[config.mk]
export PLATFORM = sky130hd
export DESIGN_NAME = ram_loader
export DESIGN_NICKNAME = d
export VERILOG_FILES = /design/src/rtl/ram_loader.sv
export SDC_FILE = /design/constraint.sdc
export NUM_CORES = 1
export LEC_CHECK = 0
export ABC_CLOCK_PERIOD_IN_PS = 2600
export CAP_MARGIN = 20
export CORE_MARGIN = 2
export CORE_UTILIZATION = 29
export CTS_CLUSTER_SIZE = 24
export DETAILED_ROUTE_END_ITERATION = 12
export GPL_TIMING_DRIVEN = 0
export HOLD_SLACK_MARGIN = 0.03
export PLACE_DENSITY = 0.7
export SYNTH_ARGS = -nofsm -noshare
export SYNTH_HDL_FRONTEND = slang
export SYNTH_SLANG_ARGS = --single-unit
export TNS_END_PERCENT = 10
[constraint.sdc]
create_clock -name clk -period 2.6 [get_ports clk]
set_clock_uncertainty 0.1 [all_clocks]
set_input_delay 0.52 -clock clk [delete_from_list [all_inputs] [get_ports clk]]
set_output_delay 0.52 -clock clk [all_outputs]
set_load 0.005 [all_outputs]
[src/rtl/ram_loader.sv]
// ram_loader: sequences a program load into the 16x8 RAM and arbitrates the
// RAM port between the byte-stream loader and the CPU.
//
// While a session is in progress the CPU is held and the loader owns the RAM.
// A one-cycle release state then pulses cpu_restart/load_done before the CPU
// gets the port back.
//
// Ports:
//   clk, reset                  rising-edge clock, async active-high reset
//   load_start                  start a load session (honoured in IDLE only)
//   in_valid/in_data/in_last    byte stream; in_ready = accepted this cycle
//   cpu_addr/cpu_we/cpu_wdata   CPU side of the RAM port (MI/RI path)
//   ram_addr/ram_we/ram_wdata   arbitrated RAM port
//   cpu_hold                    freeze CPU step counter
//   cpu_restart                 one-cycle pulse: clear PC and microstep
//   load_done                   one-cycle pulse at session completion
//   busy                        loader owns the RAM
module ram_loader #(
  parameter int unsigned DEPTH     = 16,
  parameter bit          FILL_ZERO = 1'b1,
  localparam int unsigned AW       = $clog2(DEPTH)
) (
  input  logic          clk,
  input  logic          reset,
  input  logic          load_start,
  input  logic          in_valid,
  input  logic [7:0]    in_data,
  input  logic          in_last,
  output logic          in_ready,
  input  logic [AW-1:0] cpu_addr,
  input  logic          cpu_we,
  input  logic [7:0]    cpu_wdata,
  output logic [AW-1:0] ram_addr,
  output logic          ram_we,
  output logic [7:0]    ram_wdata,
  output logic          cpu_hold,
  output logic          cpu_restart,
  output logic          load_done,
  output logic          busy
);

  typedef enum logic [1:0] {StIdle, StLoad, StFill, StRelease} state_e;

  localparam logic [AW-1:0] LastAddr = AW'(DEPTH - 1);

  state_e        state_q, state_d;
  logic [AW-1:0] cnt_q, cnt_d;

  always_ff @(posedge clk or posedge reset) begin
    if (reset) begin
      state_q <= StIdle;
      cnt_q   <= '0;
    end else begin
      state_q <= state_d;
      cnt_q   <= cnt_d;
    end
  end

  always_comb begin
    state_d     = state_q;
    cnt_d       = cnt_q;
    in_ready    = 1'b0;
    cpu_hold    = 1'b0;
    cpu_restart = 1'b0;
    load_done   = 1'b0;
    busy        = 1'b0;
    ram_addr    = cnt_q;
    ram_we      = 1'b0;
    ram_wdata   = 8'h00;

    unique case (state_q)
      StIdle: begin
        // CPU owns the RAM port.
        ram_addr  = cpu_addr;
        ram_we    = cpu_we;
        ram_wdata = cpu_wdata;
        if (load_start) begin
          state_d = StLoad;
          cnt_d   = '0;
        end
      end

      StLoad: begin
        busy      = 1'b1;
        cpu_hold  = 1'b1;
        in_ready  = 1'b1;
        // Write happens in the same cycle as the handshake.
        ram_we    = in_valid;
        ram_wdata = in_data;
        if (in_valid) begin
          cnt_d = cnt_q + 1'b1;
          if (cnt_q == LastAddr) begin
            // Memory full: in_last is irrelevant, counter wraps to 0.
            state_d = StRelease;
          end else if (in_last) begin
            state_d = FILL_ZERO ? StFill : StRelease;
          end
        end
      end

      StFill: begin
        busy     = 1'b1;
        cpu_hold = 1'b1;
        ram_we   = 1'b1;
        cnt_d    = cnt_q + 1'b1;
        if (cnt_q == LastAddr) begin
          state_d = StRelease;
        end
      end

      StRelease: begin
        // Port is still withheld from the CPU, but nothing is written.
        busy        = 1'b1;
        cpu_hold    = 1'b1;
        cpu_restart = 1'b1;
        load_done   = 1'b1;
        state_d     = StIdle;
      end

      default: begin
        state_d = StIdle;
      end
    endcase
  end

endmodule
Yosys cells after proc, flatten, opt, wreduce, memory -nomap -nowiden
Cells that the tools add are included.
Storage, ports and cells
  bits of input ports: 26
  logic and storage cells: 31
  bits in registers: 6
Cells by class
  reduce and logical (&&, ||, !) cells: 5
  add/sub/neg operators: 1
  equality and inequality tests: 8
  mux-type cells: 15
Operator list (count)
  $pmux 8 s2: 1
  $mux 4: 3
  $pmux 4 s3: 1
  $mux 2: 5
  $pmux 2 s4: 1
  $ne 2x2->1 const B: 3
  $add 4x1->4 const B: 1
  $eq 2x2->1 const B: 2
  $eq 4x4->1 const B: 1
  $reduce_and 4->1: 1
  $mux 1: 3
  $ne 3x3->1 const B: 1
  $pmux 1 s3: 1
  $reduce_and 3->1: 1
  $reduce_bool 3->1: 1
  $reduce_or 3->1: 1
  $eq 2x1->1 const B: 1
  $logic_not 2->1: 1

Longest topological paths before layout
Gate-level depths: netlist of the first run.
  word-level depth: 4
  gate-level depth with buffers: 7

Least setup slack after synthesis of the first run
Ideal clock, no wire load.
  kind: register to output
  start: register state_q[1]
  end: output port ram_we
  cell stages (with the launch flop): 6
  slack: 0.746 ns
  path buffers: 1
  data required time: 1.980 ns
  arrival: 1.234 ns
  cell sequence: dfrtp_1 inv_1 ha_1 buf_4 a221oi_1 nor2_1
On the way
  word-level cells in the longest chain between the ends: 2
  elaborated cells between the ends (all ways): 4
RTL lines
  start: declaration: line 46  | state_e state_q, state_d;
  start signal: assignment: line 51  | state_q <= StIdle;
  start signal: assignment: line 54  | state_q <= state_d;
  $eq 2x2->1 (tied with other cells): line 71  | unique case (state_q)
  $pmux 1 s3 (*): line 71
  end: declaration: line 34  | output logic ram_we,
Every way passes the cells marked *; elsewhere a longest branch is shown, timed or not.

Worst setup path in the final report of the first run
  start: register state_q[1]
  end: output port ram_addr[2]
On the way
  word-level cells in the longest chain between the ends: 2
RTL lines
  $logic_not 2->1: line 71
  $mux 4: line 71
  end: declaration: line 33  | output logic [AW-1:0] ram_addr,
No other way between the ends.

==> results of run 1 <==
metal layers:
metal  vias up  GRT usage  wire length (µm)
li1        327          -                 -
met1       275      0.162               706
met2        28      0.209               743
met3         4     0.0368               137
met4         0      0.100                44
met5         -          0                 0
repair_timing:
item,CTS,global route
gates resized for setup,3,7
pin swaps,0,0
setup endpoints to repair,10,13
setup buffers,0,1
where the power goes:
part | switching [mW] | internal (mW) | leakage [nW]
clock network | 0.0311 | 0.0520 | 0.0138
logic | 0.372 | 0.560 | 0.393
registers | 0.0519 | 0.138 | 0.0746
total | 0.455 | 0.750 | 0.481
metrics by stage:
step | setup slack (ns) | power (mW) | cell area, µm² | TNS (ns)
finish | 0.0983 | 1.21 | 1110 | 0
global route | -0.000381 | 1.32 | 1110 | -0.000381
CTS | 0.00801 | 1.18 | 1090 | 0
detailed placement | 0.202 | 1.08 | 1060 | 0
global placement | 0.219 | 1.07 | 1060 | 0
floorplan | 0.746 | 0.672 | 594 | 0
sequential cells by signal, indices dropped and copies added (netlist names):
| register | count |
|---|---|
| state_q | 2 |
| cnt_q | 4 |
worst max-delay path, cell delays in order (launching register included):
cell and delay (ns):
dfrtp_2 0.43, inv_2 0.11, ha_1 0.16, buf_6 0.15, mux2_2 0.34, clkdlybuf4s50_1 0.45
final cells by class:
type | count | share of cell area
sequential | 6 | 0.137
timing repair buffer | 44 | 0.394
multi-input combinational | 45 | 0.345
tap | 27 | 0.0304
clock buffer | 3 | 0.0202
inverter | 9 | 0.0326
buffer | 5 | 0.0405
cells in the final DEF (no fill, tap or decap):
cell             instances
a32oi_1                  1
dfrtp_1                  4
nor2b_1                  1
a221oi_1                 1
mux2i_1                  2
a22o_1                   8
inv_2                    1
o21ai_0                  2
clkdlybuf4s50_1         43
buf_6                    2
buf_4                    4
nand2_1                  5
a22oi_1                  1
ha_1                     6
inv_1                    7
mux2_2                   3
nor3_1                   1
o2bb2ai_1                1
o211ai_1                 1
nand3_1                  3
a32o_1                   1
a221oi_4                 1
nand2b_1                 1
nor2_1                   3
ha_4                     1
o21ai_1                  2
clkbuf_4                 3
dfrtp_2                  2
inv_4                    1
cells by family (layout without fill, tap and decap cells):
kind of cell / count (synthesis) / after routing / synth area share
AO/OA/AOI/OAI: 19 / 19 / 0.282
AND/OR/NAND/NOR: 14 / 14 / 0.105
buffers and inverters: 14 / 61 / 0.122
adder cells (fa/ha/maj): 7 / 7 / 0.147
flip-flops: 6 / 6 / 0.253
multiplexers: 5 / 5 / 0.0905
worst paths after layout:
path | startpoint | end | slack, ns | cells after the start
min in group clk | cnt_q[0]$_DFFE_PP0P_ | cnt_q[0]$_DFFE_PP0P_ | 0.44 | 1
hold / removal | reset | cnt_q[2]$_DFFE_PP0P_ | 0.38 | 2
setup / recovery | state_q[1]$_DFFE_PP0P_ | ram_addr[2] | 0.1 | 5
max in group asynchronous | reset | state_q[1]$_DFFE_PP0P_ | 1.82 | 2
hold reg to reg | cnt_q[0]$_DFFE_PP0P_ | cnt_q[0]$_DFFE_PP0P_ | 0.44 | 1
setup reg to reg | state_q[0]$_DFFE_PP0P_ | cnt_q[3]$_DFFE_PP0P_ | 0.90 | 6
==> run_results.csv, run 1 <==
group,metric,value,unit
run_status,status,"complete, no violations",
yosys,syn_avg_cell_area,9.14,µm²
sta,worstMarginPinSlew,0.324,ns
setup_path,end_kind,"output port",
power,powerDensity,1080,mW/mm²
power,p_leak,0.481,nW
yosys,synth_cell_types,24,
placement,gp_congestion,0.779,
yosys,synthTopCellsByArea,"dfrtp_1 25%, ha_1 15%, a22o_1 12%",
routing,avgRoutedWirePerCell,11.7,µm
grt,grt_pass1_wl,2520,µm
layout,final_nets,147,
sta,hold_viol_final,0,
sta,fmax,400,MHz
sta,worst_hold_slack,0.379,ns
floorplan,rows,16,
floorplan,dieArea,0.00243,mm²
floorplan,fp.dieW,49.3,µm
floorplan,die_y,49.3,µm
layout,seqCellArea,153,µm²
yosys,syn_inst,65,
setup_path,worstSetupPathType,"register to output port",
sta,finalCritPeriodShare,0.962,
setup_path,crit_fanout,9,
clock_tree,cts_buffer_depth,2,
layout,antenna_cells,0,
floorplan,io_pins,44,
setup_path,critPathRequiredTime,1.98,ns
routing,vias,634,
placement,dp.cells,135,
sta,fin_crit,2.50,ns
yosys,synth_seq_cells,6,
layout,areaGrowthSynthToFinish,87.2,%
yosys,syn-num-nets,98,
clock_tree,cts_tree,"yes",
routing,detail_route.first_pass.iterations,3,
grt,grt_pass1_vias,545,
layout,nFillCells,186,
yosys,synth_warnings,0,
routing,wl,1630,µm
routing,initialDrtViolationCount,7,
hold_path,hold_path_class,"input port to asynchronous set/reset pin",
yosys,async_reset_ff_frac,1.00,
clock_tree,cts_buffers,3,
layout,utilization,0.573,
grt,antenna_found_initial,0,
clock_tree,cts.sinks,6,
yosys,seq_area_frac_synth,0.253,
sta,slew_violations,0,
layout,drive_gt1_frac,0.161,
placement,port_buffers,43,
routing,ant_nets,0,
routing,avgViaCountPerCell,4.56,
layout,multiInputGateArea,384,µm²
yosys,synth_edf_count,0,
clock_tree,clockRootBuffer,"clkbuf_4",
clock_tree,clk_pin_slew,0.04,ns
grt,grtUsageTotal,0.136,
grt,grt_start_max_net_pins,11,
floorplan,design.core.area,0.00194,mm²
clock_tree,insertion_delay,0.24,ns
sta,setup_viol,0,
setup_path,start_kind,"register",
grt,grt-ovfl-total,0,
clock_tree,cts.hold.buffers_added,0,
yosys,yosys_most_used_dff,"dfrtp_1",
floorplan,initial_core_util,0.306,
yosys,synth_top_area_frac,0.253,
clock_tree,htreeDepth,1,
yosys,synth_commonest_cells,"9 x inv_1, 8 x a22o_1, 7 x ha_1",
layout,instances_no_fill,139,
sta,relSlewSlack,0.784,
placement,hpwl,1330,µm
yosys,synth.most_common_cell,"inv_1",
job,cap_violations,0,
power,vdd_drop_max,0.000760,V
yosys,netlist_area,594,µm²
yosys,yosys.area.top_type,"dfrtp_1",
setup_path,crit_arrival,1.88,ns
routing,drc,0,
Power figures use the tool's default switching activity.
==> run 2: changes to the inputs <==
Settings changed: SLEW_MARGIN set to 20.
==> results of run 2 <==
Same layout as run 1: the final DEF is identical, and so are final timing and power.
